### src/rtl/vote_result_scanner_pkg.sv
// Shared types and sizing for the vote result scanner.
// Holds the FSM state encoding and the tally/total widths.
package vote_result_scanner_pkg;

  localparam int NUM_CAND = 4;
  localparam int TALLY_W  = 8;
  localparam int TOTAL_W  = 10;
  localparam int IDX_W    = $clog2(NUM_CAND);

  localparam logic [IDX_W-1:0] LAST_IDX = IDX_W'(NUM_CAND - 1);

  typedef enum logic [1:0] {
    ST_IDLE = 2'd0,
    ST_SCAN = 2'd1,
    ST_DONE = 2'd2
  } state_e;

endpackage

### src/rtl/vote_result_scanner_max_tracker.sv
// Running max / winner / tie / total over one snapshot entry per step.
// The *_nxt_o outputs show the values after the current step, so the caller can latch the final result on the last step.
module vote_max_tracker
  import vote_result_scanner_pkg::*;
(
  input  logic               clk_i,
  input  logic               rst_i,
  input  logic               clr_i,
  input  logic               step_i,
  input  logic [IDX_W-1:0]   idx_i,
  input  logic [TALLY_W-1:0] entry_i,
  output logic [TALLY_W-1:0] max_nxt_o,
  output logic [IDX_W-1:0]   winner_nxt_o,
  output logic               tie_nxt_o,
  output logic [TOTAL_W-1:0] total_nxt_o
);

  logic [TALLY_W-1:0] max_q,    max_d;
  logic [IDX_W-1:0]   winner_q, winner_d;
  logic               tie_q,    tie_d;
  logic [TOTAL_W-1:0] total_q,  total_d;

  always_comb begin
    max_d    = max_q;
    winner_d = winner_q;
    tie_d    = tie_q;
    total_d  = total_q;
    if (step_i) begin
      total_d = total_q + {{(TOTAL_W-TALLY_W){1'b0}}, entry_i};
      if (idx_i == '0) begin
        max_d    = entry_i;
        winner_d = '0;
        tie_d    = 1'b0;
      end else if (entry_i > max_q) begin
        max_d    = entry_i;
        winner_d = idx_i;
        tie_d    = 1'b0;
      end else if (entry_i == max_q) begin
        // Equal tally keeps the earlier candidate: lowest index wins.
        tie_d    = 1'b1;
      end
    end
  end

  always_ff @(posedge clk_i or posedge rst_i) begin
    if (rst_i) begin
      max_q    <= '0;
      winner_q <= '0;
      tie_q    <= 1'b0;
      total_q  <= '0;
    end else if (clr_i) begin
      max_q    <= '0;
      winner_q <= '0;
      tie_q    <= 1'b0;
      total_q  <= '0;
    end else if (step_i) begin
      max_q    <= max_d;
      winner_q <= winner_d;
      tie_q    <= tie_d;
      total_q  <= total_d;
    end
  end

  assign max_nxt_o    = max_d;
  assign winner_nxt_o = winner_d;
  assign tie_nxt_o    = tie_d;
  assign total_nxt_o  = total_d;

endmodule

### src/rtl/vote_result_scanner.sv
// Snapshots four candidate tallies on an accepted start and scans them one per cycle;
// result_valid rises 4 edges after acceptance and holds until result_ready.
module vote_result_scanner
  import vote_result_scanner_pkg::*;
(
  input  logic               clk_i,
  input  logic               rst_i,
  input  logic               mode_i,
  input  logic               start_i,
  input  logic [TALLY_W-1:0] cand1_vote_recvd_i,
  input  logic [TALLY_W-1:0] cand2_vote_recvd_i,
  input  logic [TALLY_W-1:0] cand3_vote_recvd_i,
  input  logic [TALLY_W-1:0] cand4_vote_recvd_i,
  input  logic               result_ready_i,
  output logic               busy_o,
  output logic               result_valid_o,
  output logic [IDX_W-1:0]   winner_o,
  output logic [TALLY_W-1:0] winner_votes_o,
  output logic [TOTAL_W-1:0] total_votes_o,
  output logic               tie_o,
  output logic               no_votes_o
);

  state_e             state_q;
  logic [IDX_W-1:0]   idx_q;
  logic [TALLY_W-1:0] snap_q [NUM_CAND];
  logic [TALLY_W-1:0] cand_w [NUM_CAND];

  logic               accept_w;
  logic               step_w;
  logic [TALLY_W-1:0] max_nxt_w;
  logic [IDX_W-1:0]   winner_nxt_w;
  logic               tie_nxt_w;
  logic [TOTAL_W-1:0] total_nxt_w;
  logic               zero_w;

  assign cand_w[0] = cand1_vote_recvd_i;
  assign cand_w[1] = cand2_vote_recvd_i;
  assign cand_w[2] = cand3_vote_recvd_i;
  assign cand_w[3] = cand4_vote_recvd_i;

  assign accept_w = (state_q == ST_IDLE) && start_i && mode_i;
  assign step_w   = (state_q == ST_SCAN);
  assign zero_w   = (total_nxt_w == '0);

  vote_max_tracker u_tracker (
    .clk_i        (clk_i),
    .rst_i        (rst_i),
    .clr_i        (accept_w),
    .step_i       (step_w),
    .idx_i        (idx_q),
    .entry_i      (snap_q[idx_q]),
    .max_nxt_o    (max_nxt_w),
    .winner_nxt_o (winner_nxt_w),
    .tie_nxt_o    (tie_nxt_w),
    .total_nxt_o  (total_nxt_w)
  );

  always_ff @(posedge clk_i or posedge rst_i) begin
    if (rst_i) begin
      state_q        <= ST_IDLE;
      idx_q          <= '0;
      for (int i = 0; i < NUM_CAND; i++) snap_q[i] <= '0;
      busy_o         <= 1'b0;
      result_valid_o <= 1'b0;
      winner_o       <= '0;
      winner_votes_o <= '0;
      total_votes_o  <= '0;
      tie_o          <= 1'b0;
      no_votes_o     <= 1'b0;
    end else begin
      case (state_q)
        ST_IDLE: begin
          if (accept_w) begin
            for (int i = 0; i < NUM_CAND; i++) snap_q[i] <= cand_w[i];
            idx_q   <= '0;
            busy_o  <= 1'b1;
            state_q <= ST_SCAN;
          end
        end
        ST_SCAN: begin
          idx_q <= idx_q + 1'b1;
          if (idx_q == LAST_IDX) begin
            // Latch the post-step values so the final entry is included.
            state_q        <= ST_DONE;
            busy_o         <= 1'b0;
            result_valid_o <= 1'b1;
            winner_o       <= zero_w ? '0 : winner_nxt_w;
            winner_votes_o <= max_nxt_w;
            total_votes_o  <= total_nxt_w;
            tie_o          <= tie_nxt_w & ~zero_w;
            no_votes_o     <= zero_w;
          end
        end
        ST_DONE: begin
          if (result_ready_i) begin
            result_valid_o <= 1'b0;
            state_q        <= ST_IDLE;
          end
        end
        default: begin
          state_q        <= ST_IDLE;
          busy_o         <= 1'b0;
          result_valid_o <= 1'b0;
        end
      endcase
    end
  end

endmodule

### config.mk
export PLATFORM = sky130hd
export DESIGN_NAME = vote_result_scanner
export DESIGN_NICKNAME = d
export VERILOG_FILES = /design/src/rtl/vote_result_scanner_pkg.sv /design/src/rtl/vote_result_scanner_max_tracker.sv /design/src/rtl/vote_result_scanner.sv
export SDC_FILE = /design/constraint.sdc
export NUM_CORES = 1
export LEC_CHECK = 0
export CORE_MARGIN = 8
export CORE_UTILIZATION = 35
export CTS_BUF_LIST = sky130_fd_sc_hd__clkbuf_8 sky130_fd_sc_hd__clkbuf_16
export DETAILED_ROUTE_END_ITERATION = 8
export DONT_BUFFER_PORTS = 1
export GPL_ROUTABILITY_DRIVEN = 0
export PLACE_DENSITY = 0.57
export SYNTH_ARGS = -nofsm -noshare
export SYNTH_HDL_FRONTEND = slang
export SYNTH_SLANG_ARGS = --single-unit
### constraint.sdc
create_clock -name clk_i -period 3.2 [get_ports clk_i]
set_input_delay 0.32 -clock clk_i [delete_from_list [all_inputs] [get_ports clk_i]]
set_output_delay 0.32 -clock clk_i [all_outputs]
set_load 0.01 [all_outputs]
Word-level counts from Yosys, hierarchy flattened
Cells that the tools add are included.
- register bits: 81
- bits of input ports: 37
- output and inout port bits: 24
- word-level logic and storage cells: 79
- add/subtract/negate cells: 2
- order comparisons: 2
- equal/unequal tests: 7
- multiplexer cells: 33
- bitwise gates (word level): 5
- reductions and logical operators: 13
- operators with widths (operator ; count):
    8-bit two-way mux ; 6
    10-bit two-way mux ; 3
    2-bit two-way mux ; 9
    8-bit binary-select mux with 2-bit select ; 1
    10-bit by 8-bit adder with 10-bit output ; 1
    10-bit zero test ; 1
    1-bit two-way mux ; 10
    3-bit AND reduction ; 3
    8-bit equality test ; 1
    8-bit > comparator ; 1
    1-bit one-hot mux with 3 select lines ; 2
    2-bit one-hot mux with 3 select lines ; 1
    2-bit AND reduction ; 3
    2-bit equality test, second input constant ; 2
    2-bit zero test ; 2
    2-bit inequality test, second input constant ; 2
    2-bit one-hot mux with 2 select lines ; 1
    2-bit nonzero test ; 2
    3-bit greater-or-equal comparator, second input constant ; 1
    1-bit inverter ; 3
    2-bit inverter with 3-bit output ; 1
    2-bit by 1-bit adder with 2-bit output, second input constant ; 1
    2-bit by 1-bit equality test with 1-bit output, second input constant ; 1
    1-bit logical AND ; 2
    other kinds (2) ; 2

Depth between registers and ports, before layout
Gate-level depths: netlist (run 1).
- word-level depth: 11
- depth in mapped cells: 10
- depth with buffers taken out: 9

By module
From an unflattened synthesis (run 1), not the netlist that was laid out.
- cell total of the unflattened synthesis: 338
- area, all modules: 4235.3 um2
- by module, submodules not included (module ; instances ; cells each ; area each (um2) ; sequential area each (um2)):
    vote_result_scanner ; 1 ; 158 ; 2513.7 ; 1501.4
    vote_max_tracker ; 1 ; 180 ; 1721.7 ; 525.5

Worst setup path before layout (run 1)
Ideal clock, no wire load.
- path type: reg2reg
- start point: register idx_q[0]
- end point: register winner_o[0]
- library setup time: 0.134 ns
- arrival time: 2.875 ns
- required time: 3.066 ns
- setup slack: 0.191 ns
- stages on the path, launching flop included: 10
- buffers on the path: 1
- period minus slack after synthesis: 3.009 ns
- cells stage by stage: dfrtp_1 buf_2 mux4_2 fa_1 a211oi_2 o211ai_1 a221oi_4 nand2_2 nor4_4 a31oi_1
- cells in the longest elaborated chain, start to end: 8
- elaborated cells on any way between the ends: 14
- those cells by class: add/sub: 1; order compare: 1; eq/ne: 1; mux: 7; bitwise: 1; reduce/logical: 3
- RTL lines (what ; RTL line ; RTL):
    start: declaration ; vote_result_scanner.sv:25 ; logic [IDX_W-1:0] idx_q;
    start signal: assignment ; vote_result_scanner.sv:82 ; idx_q <= idx_q + 1'b1;
    2-bit inverter with 3-bit output (implied by the code) ; vote_result_scanner.sv:52 ; .entry_i (snap_q[idx_q]),
    8-bit binary-select mux with 2-bit select ; vote_result_scanner.sv:52 ;
    8-bit two-way mux (implied by the code) (2 in series) ; vote_result_scanner.sv:52 ;
    10-bit by 8-bit adder with 10-bit output or 8-bit > comparator (tied branches) ; vote_result_scanner_max_tracker.sv:29, vote_result_scanner_max_tracker.sv:34 ;
    10-bit two-way mux or 2-bit two-way mux (tied branches) ; vote_result_scanner_max_tracker.sv:28, vote_result_scanner_max_tracker.sv:34 ;
    10-bit zero test or 2-bit two-way mux (tied branches) ; vote_result_scanner.sv:44, vote_result_scanner_max_tracker.sv:30 ;
    2-bit two-way mux ; vote_result_scanner.sv:88 ; winner_o <= zero_w ? '0 : winner_nxt_w;
    end signal: assignment ; vote_result_scanner.sv:88 ;
    end: declaration ; vote_result_scanner.sv:17 ; output logic [IDX_W-1:0] winner_o,
Parallel ways exist; a longest one is shown, timed or not. The select of a mux whose other input is x is not followed.
A chain may end at the register's enable or synchronous reset.

Final worst setup path (run 1)
- start point: register idx_q[0]
- end point: register winner_o[1]
Same word-level chain as after synthesis.

==> key figures, run 1 <==
Setup path
  – Crit Reg-Reg Endpoint: winner_o[1]$_DFFE_PP0P_
  – Start-to-end type of the worst setup path: reg2reg
  – Req. time, crit path: about 3.4 ns
  – Highest-delay cell along the critical path: mux4_2
  – Worst Path Max Fanout: 6
  – R2R setup slack: 0.12 ns
  – Worst EP arrival: roughly 3.3 ns
  – Setup crit end kind: flop
  – R2r startpoint: idx_q[0]$_DFFE_PP0P_
  – CP cell instances: buf_4 -> mux4_2 -> ha_2 -> o211ai_1 -> or2_1 -> a221oi_2 -> o41ai_2 -> nor4_4 -> a31oi_1
  – CP max stage delay: 0.62 ns
  – CP startpoint kind: flop
  – R2R depth: 9

Status
  – Status: finished, final reports clean

Routing
  – DRT Wirelength: 9560 um
  – Avg WL per Cell: 18.71 um
  – DRC Markers: 0
  – WL met2: 4275 um
  – DR iter-0 viols: 134
  – Vias: around 2800
  – Met3 wire length: 732 um
  – Drt via density: 5.405
  – Max Used Layer: met4
  – Met1 WL: 4386 um
  – Post-DRT Antenna Nets: 0
  – DRT Pass-1 Iters: 8

Layout
  – # diodes: 0
  – Commonest non-fill, non-tap cell in the layout: dfrtp_1
  – P&R area growth vs syn: 12.22%
  – Layout cells sized above 1: 23.91%
  – Most frequent cells in the layout: 81 x dfrtp_1, 34 x nand2_1, 32 x mux2_2
  – Nets: 421

Global routing
  – Total GRT Usage: 12.39%
  – Vias in the first global route: 2813
  – Antenna violations before repair: 0
  – Remaining Overflow, GRT: 0
  – Largest net degree at the start of global routing: around 80
  – First-pass GRT wire length: 15510 um

Logic synthesis
  – Post-synth cell types: 51
  – Synth Register Bits: 81
  – Area contributors post-synth: dfrtp_1 49%, mux2_2 8.7%, ha_1 5.5%
  – Mapped Cells: 358
  – Yosys Warn Count: 0
  – Synth top area share: 49.11%
  – Synthesized area: 4128 um^2
  – Ys async rst share: 100.0%
  – Seq/Total Area, Yosys: 49.11%
  – EDFF count, synth: 0
  – Main synth FF type: dfrtp_1
  – Syn avg cell area: 11.53 um^2
  – Post-synth top area cell: dfrtp_1
  – Syn_nets: 414

STA
  – Max Fclk: 0.3244 GHz
  – Layout Skew: 0.006999 ns
  – Final min period: ~3.1 ns
  – Slew Limit Fails: 0
  – RSZ-0062 raised after global routing: false
  – Final Hold Viols: 0
  – Final setup vio count: 0
  – Setup TNS: 0 ns
  – Rel. slew slack: 30.48%
  – Tightest Pin Transition: 1.043 ns
  – Final period util: 96.33%

Floorplanning
  – Die area: 15520 um^2
  – Die H: 124.6 um
  – Core area: ~11000 um^2
  – Ports: 61
  – Site Rows: 39
  – DIE WIDTH: 124.6 um
  – Initial Utilization: 36.00%

Worst hold path
  – Hold/Removal Path Class: in2reg
  – Min-delay src: cand4_vote_recvd_i[0]
  – Min-Delay Endpoint: snap_q[0]$_DFFE_PP0P_
  – Hold depth: 1

Clock network
  – Root Driver: clkbuf_16
  – Total CTS buffers: 9
  – Clock-pin slew on the worst setup and hold paths: 0.06 ns
  – Post-cts resize count: 0
  – CTS Sinks: 81
  – Clock Latency Late Sink: 0.34 ns
  – Setup Fix Bufs, Post-CTS: 0
  – # hold bufs at CTS: 0
  – H-tree depth: 3
  – CTS Buffer Depth: 2
  – TritonCTS clock tree: yes

Placement
  – Dpl hpwl: 7098 um
  – IO Port Bufs: 0

Run
  – Number of max-cap violations: 0
## worst max path at each step
stage | from | endpoint | cells after the start
floorplan | idx_q[0]$_DFFE_PP0P_ | winner_o[0]$_DFFE_PP0P_ | 9
global placement | idx_q[0]$_DFFE_PP0P_ | tie_o$_DFFE_PP0P_ | 9
detailed placement | idx_q[0]$_DFFE_PP0P_ | u_tracker.max_q[0]$_DFFE_PP0P_ | 10
CTS | idx_q[0]$_DFFE_PP0P_ | u_tracker.max_q[1]$_DFFE_PP0P_ | 10
global route | idx_q[0]$_DFFE_PP0P_ | winner_o[0]$_DFFE_PP0P_ | 10
finish | idx_q[0]$_DFFE_PP0P_ | winner_o[1]$_DFFE_PP0P_ | 9
## through the flow
stage	hold WS, ns	setup slack [ns]	utilization (%)	cell area (um^2)	instances
floorplan	0.4655	0.1909	-	4128	358
global placement	0.4718	0.1621	37.85	4340	497
detailed placement	0.4748	0.1154	37.85	4340	497
CTS	0.1239	0.09790	40.13	4602	511
global route	0.1219	0.006267	40.39	4632	511
finish	0.1304	0.1174	40.39	4632	511
## synth_stat cells, drive strengths merged (2+ instances only)
cell / number
dfrtp: 81
nand2: 35
mux2: 32
nor2: 25
a21oi: 20
ha: 18
o21ai: 15
buf: 12
inv: 12
a22o: 10
clkbuf: 9
mux2i: 8
mux4: 8
o211ai: 7
xnor2: 7
nand3: 6
nor2b: 5
nor3: 5
a211oi: 4
a21o: 3
nand4: 3
a221oi: 2
a2bb2oi: 2
a31oi: 2
and2: 2
and4b: 2
nor4: 2
nor4b: 2
o2111ai: 2
o211a: 2
o31ai: 2
or2: 2
or3b: 2
## cell families (layout without fill, tap and decap cells)
family / count (synthesis) / in the layout / share of synthesized area, %
compound gates: 76 / 76 / 13.58
mux: 48 / 48 / 15.03
simple gates: 93 / 93 / 11.00
flops: 81 / 81 / 49.11
buf+inv: 33 / 43 / 3.637
xor+xnor: 8 / 8 / 1.698
fa+ha+maj: 19 / 19 / 5.941
## sequential cells by signal (all words and copies together), names as in the netlist
| signal | flops |
|---|---|
| u_tracker.winner_q | 2 |
| state_q | 2 |
| idx_q | 2 |
| winner_o | 2 |
| snap_q | 32 |
| u_tracker.max_q | 8 |
| no_votes_o | 1 |
| u_tracker.tie_q | 1 |
| result_valid_o | 1 |
| u_tracker.total_q | 10 |
| busy_o | 1 |
| winner_votes_o | 8 |
| tie_o | 1 |
| total_votes_o | 10 |
## per-layer routing
layer,global-route usage (%),vias up
met5,0,-
met4,5.528,0
met3,4.468,11
met2,18.58,67
met1,15.62,1373
li1,-,1311
## area by class of cell
type	count	area, um^2
Inverter	12	46.29
Tap cell	143	178.9
Clock inverter	4	22.52
Sequential cell	81	2027
Multi-Input combinational cell	244	1991
Timing Repair Buffer	17	127.6
Clock buffer	10	239.0
Fill cell	1085	6835
## worst max-delay path, delay by kind of cell (launching register included)
family                   cells  cell delay (ns)
flip-flops                   1             0.39
AND/OR/NAND/NOR              2             0.66
AO/OA/AOI/OAI                4             0.66
multiplexers                 1             0.62
buffers and inverters        1             0.20
adder cells (fa/ha/maj)      1             0.43
Power of run 1 is not shown: default switching activity piles up to over one toggle a cycle in this logic, so the estimate is an artifact.
==> run 2, diff against run 1 <==
ABC_CLOCK_PERIOD_IN_PS = 3200   (was not set)
MAX_ROUTING_LAYER = met4   (was not set)
==> run 2 against run 1 <==
  * Fmax down 0.17%
  * Final area is the same
  * Hold slack better by 0.00060 ns
  * Register-to-register slack about the same
  * Critical endpoint unchanged
  * Sequential cell count is the same
  * Critical path type unchanged
==> key figures, run 2 (synthesis gave the netlist of run 1 again) <==
Setup path
  – R2r startpoint: idx_q[0]$_DFFE_PP0P_
  – Worst Path Max Fanout: 6
  – R2R setup slack: around 0.11 ns
  – R2R depth: 9
  – Req. time, crit path: 3.41 ns
  – CP startpoint kind: flop
  – Worst EP arrival: 3.30 ns
  – Setup crit end kind: flop
  – Start-to-end type of the worst setup path: reg2reg
  – Crit Reg-Reg Endpoint: winner_o[1]$_DFFE_PP0P_

STA
  – Tightest Pin Transition: 1.037 ns
  – Final Hold Viols: 0
  – RSZ-0062 raised after global routing: false
  – Final period util: a little under 100%
  – Setup TNS: 0 ns
  – Slew Limit Fails: 0
  – Rel. slew slack: 30.90%
  – Max Fclk: 0.3239 GHz
  – Layout Skew: roughly 0.0078 ns
  – Final setup vio count: 0
  – Final min period: 3.088 ns

Layout
  – Most frequent cells in the layout: 81 x dfrtp_1, 34 x nand2_1, 32 x mux2_2
  – Fill cell count: 1085
  – P&R area growth vs syn: 12.22%
  – Max reg flops: 32
  – Commonest non-fill, non-tap cell in the layout: dfrtp_1
  – Largest reg by FF count: snap_q
  – # diodes: 0
  – Largest registers: snap_q (32), total_votes_o (10), u_tracker.total_q (10)
  – Layout cells sized above 1: 23.91%
  – Nets: around 420
  – Design area: 4632 um^2

Placement
  – Dpl hpwl: 7098 um
  – IO Port Bufs: 0
  – Post-DP Area: 4340 um^2

Global routing
  – Antenna violations before repair: 0
  – Largest net degree at the start of global routing: 82
  – Remaining Overflow, GRT: 0
  – Total GRT Usage: 12.74%
  – First-pass GRT wire length: 15440 um
  – Vias in the first global route: 2808

Routing
  – DRT Pass-1 Iters: 4
  – DRT Wirelength: between 9000 and 10000 um
  – Avg WL per Cell: approximately 19 um
  – DRC Markers: 0
  – Drt via density: 5.387
  – Vias: ~2800
  – DR iter-0 viols: 170
  – Post-DRT Antenna Nets: 0

Clock network
  – Setup Fix Bufs, Post-CTS: 0
  – H-tree depth: 3
  – CTS Buffer Depth: 2
  – Total CTS buffers: 9
  – Clock-pin slew on the worst setup and hold paths: roughly 0.06 ns
  – Clock Latency Late Sink: between 0.3 and 0.4 ns
  – TritonCTS clock tree: yes
  – # hold bufs at CTS: 0
  – Root Driver: clkbuf_16
  – CTS Sinks: 81

Worst hold path
  – Hold depth: 1
  – Min-Delay Endpoint: snap_q[0]$_DFFE_PP0P_
  – Min-delay src: cand4_vote_recvd_i[0]
  – Hold/Removal Path Class: in2reg

Floorplanning
  – Initial Utilization: 36.00%
  – DIE WIDTH: 124.6 um
  – Die area: roughly 16000 um^2
  – Site Rows: 39
  – Core area: roughly 11000 um^2
  – Ports: 61
  – Die H: 124.6 um

Status
  – Status: finished, final reports clean

Run
  – Number of max-cap violations: 0
-- run 2: cell counts in the layout (fill, tap and decap cells not counted) --
No cell type changed its count.
-- run 2: final cells by class --
class / instances / area, um^2 / share of cell area, %
Multi-Input combinational cell: 244 / 1991 / 42.98
Timing Repair Buffer: 17 / 127.6 / 2.755
Inverter: 12 / 46.29 / 0.9995
Clock buffer: 10 / 239.0 / 5.159
Clock inverter: 4 / 22.52 / 0.4862
Tap cell: 143 / 178.9 / 3.863
Sequential cell: 81 / 2027 / 43.76
-- run 2: routing by layer --
layer  share of wire [%]  routed length [um]  vias to the layer above  GRT usage, %
li1                    -                   -                     1310             -
met1                  47                4505                     1372         15.96
met2                  45                4266                       57         18.58
met3                 6.4                 617                       14         3.872
met4                 1.9                 178                        0         5.528
met5                   0                   0                        -             -
-- run 2: how the worst max path moves through the flow --
stage	from	end	slack [ns]	depth (start not counted)
2_1_floorplan	idx_q[0]$_DFFE_PP0P_	winner_o[0]$_DFFE_PP0P_	0.19	9
3_3_place_gp	idx_q[0]$_DFFE_PP0P_	tie_o$_DFFE_PP0P_	0.16	9
3_5_place_dp	idx_q[0]$_DFFE_PP0P_	u_tracker.max_q[0]$_DFFE_PP0P_	0.12	10
4_1_cts	idx_q[0]$_DFFE_PP0P_	u_tracker.max_q[1]$_DFFE_PP0P_	0.1	10
5_1_grt	idx_q[0]$_DFFE_PP0P_	winner_o[0]$_DFFE_PP0P_	0.006	10
6_report	idx_q[0]$_DFFE_PP0P_	winner_o[1]$_DFFE_PP0P_	0.11	9
-- run 2: critical path: stages (launching register included) --
cell	delay [ns]
dfrtp_1	0.40
buf_4	0.20
mux4_2	0.61
ha_2	0.43
o211ai_1	0.16
or2_1	0.29
a221oi_2	0.25
o41ai_2	0.17
nor4_4	0.37
a31oi_1	0.08
-- run 2: stage by stage --
step	cells	setup slack [ns]	hold WS, ns	utilization, %
finish	511	0.1123	0.1310	40.39
global route	511	0.006293	0.1220	40.39
CTS	511	0.09790	0.1239	40.13
detailed placement	497	0.1154	0.4748	37.85
global placement	497	0.1621	0.4718	37.85
floorplan	358	0.1909	0.4655	-
-- run 2: what timing repair did --
item                                   in CTS  in global routing
endpoints found under the hold margin       0                  0
resized for setup                           0                  5
setup endpoints to repair                   0                 13
Power of run 2 is left out for the same reason.
==> run 3, diff against run 2 <==
SLEW_MARGIN = 20   (was not set)
==> run 3 against run 2 <==
  * Critical endpoint unchanged
  * Die area did not move
  * First-iteration DRC count fell by 19%
  * Global-route usage did not move
  * Clock skew barely moved
==> key figures, run 3 (synthesis gave the netlist of run 1 again) <==
Status
  – Status: finished, final reports clean

Setup path
  – CP max stage delay: 0.61 ns
  – Req. time, crit path: 3.41 ns
  – CP startpoint kind: flop
  – CP cell instances: buf_4 -> mux4_2 -> ha_2 -> o211ai_1 -> or2_1 -> a221oi_2 -> o41ai_2 -> nor4_4 -> a31oi_1
  – Worst Setup SP: idx_q[0]$_DFFE_PP0P_
  – Highest-delay cell along the critical path: mux4_2
  – R2R depth: 9
  – Start-to-end type of the worst setup path: reg2reg
  – R2r startpoint: idx_q[0]$_DFFE_PP0P_
  – Worst EP arrival: 3.31 ns
  – Cell family with most CP delay: simple AND/OR/NAND/NOR gates
  – Buf+Inv Stages, Crit Path: 1
  – R2R setup slack: 0.10 ns
  – Worst Path Max Fanout: 6
  – Crit Reg-Reg Endpoint: winner_o[1]$_DFFE_PP0P_
  – Setup crit end kind: flop

Routing
  – DRT Pass-1 Iters: 4
  – DR iter-0 viols: approximately 140
  – Vias: 2758
  – Drt via density: between 5 and 6
  – Avg WL per Cell: 18.79 um
  – DRC Markers: 0
  – Post-DRT Antenna Nets: 0
  – DRT Wirelength: around 9600 um

STA
  – Layout Skew: 0.007683 ns
  – Final Hold Viols: 0
  – RSZ-0062 raised after global routing: false
  – Final setup vio count: 0
  – Setup WS post-layout: slightly above 0.1 ns
  – Slew Limit Fails: 0
  – Max Fclk: 0.3227 GHz
  – Rel. slew slack: a little under 50%
  – Final min period: approximately 3.1 ns
  – Tightest Pin Transition: 0.7596 ns
  – Final period util: 96.83%
  – Setup TNS: 0 ns

Layout
  – Design area: 4636 um^2
  – Commonest non-fill, non-tap cell in the layout: dfrtp_1
  – Largest registers: snap_q (32), total_votes_o (10), u_tracker.total_q (10)
  – # diodes: 0
  – Nets: 421
  – Most frequent cells in the layout: 81 x dfrtp_1, 34 x nand2_1, 32 x mux2_2
  – Final std cells w/o fill: 511
  – Max reg flops: 32
  – Layout cells sized above 1: 23.91%
  – Largest reg by FF count: snap_q
  – P&R area growth vs syn: 12.31%

Placement
  – IO Port Bufs: 0
  – Placement Setup Slack: around 0.12 ns
  – Cell count after placement: around 500
  – Dpl hpwl: 7098 um
  – Post-DP Area: 4340 um^2

Floorplanning
  – Core area: about 11000 um^2
  – Die area: ~16000 um^2
  – Ports: just over 60
  – DIE WIDTH: about 120 um
  – Die H: 124.6 um
  – Site Rows: 39
  – Initial Utilization: 36.00%

Global routing
  – First-pass GRT wire length: 15440 um
  – Antenna violations before repair: 0
  – Largest net degree at the start of global routing: 82
  – Remaining Overflow, GRT: 0
  – Vias in the first global route: 2808
  – Total GRT Usage: 12.74%

Clock network
  – Total CTS buffers: 9
  – CTS Sinks: a little over 80
  – H-tree depth: 3
  – CTS Buffer Depth: 2
  – Root Driver: clkbuf_16
  – Clock-pin slew on the worst setup and hold paths: 0.06 ns
  – TritonCTS clock tree: yes
  – Clock Latency Late Sink: 0.34 ns

Worst hold path
  – Hold/Removal Path Class: in2async

Run
  – Number of max-cap violations: 0
==> run 3: how the worst max path moves through the flow <==
stage                                                end  slack, ns  cells past startpoint
after detailed placement  u_tracker.max_q[0]$_DFFE_PP0P_       0.12                     10
after global routing             winner_o[0]$_DFFE_PP0P_      0.006                     10
after global placement                 tie_o$_DFFE_PP0P_       0.16                      9
after floorplan                  winner_o[0]$_DFFE_PP0P_       0.19                      9
after CTS                 u_tracker.max_q[1]$_DFFE_PP0P_        0.1                     10
final                            winner_o[1]$_DFFE_PP0P_       0.10                      9
==> run 3: timing repair <==
item	4_1_cts	5_1_grt
resized for setup	0	5
hold buffers	0	0
hold endpoints to repair	0	0
setup buffers	0	0
setup endpoints to repair	0	13
==> run 3: per-layer routing <==
metal | wire, um | track usage (%) | up-vias
met3 | 743 | 3.872 | 14
li1 | - | - | 1309
met1 | 4404 | 15.96 | 1365
met4 | 181 | 5.528 | 0
met5 | 0 | - | -
met2 | 4274 | 18.58 | 70
==> run 3: cell type report <==
class	instances	area (um^2)
Inverter	12	46.29
Multi-Input combinational cell	244	1991
Clock buffer	10	239.0
Timing Repair Buffer	17	131.4
Tap cell	143	178.9
Sequential cell	81	2027
Clock inverter	4	22.52
Fill cell	1085	6832
==> run 3: metrics by stage <==
stage | hold WS, ns | util, %
floorplan | 0.4655 | -
global placement | 0.4718 | 37.85
detailed placement | 0.4748 | 37.85
CTS | 0.1239 | 40.13
global route | 0.1220 | 40.43
finish | 0.04910 | 40.43
Power of run 3 is left out for the same reason.
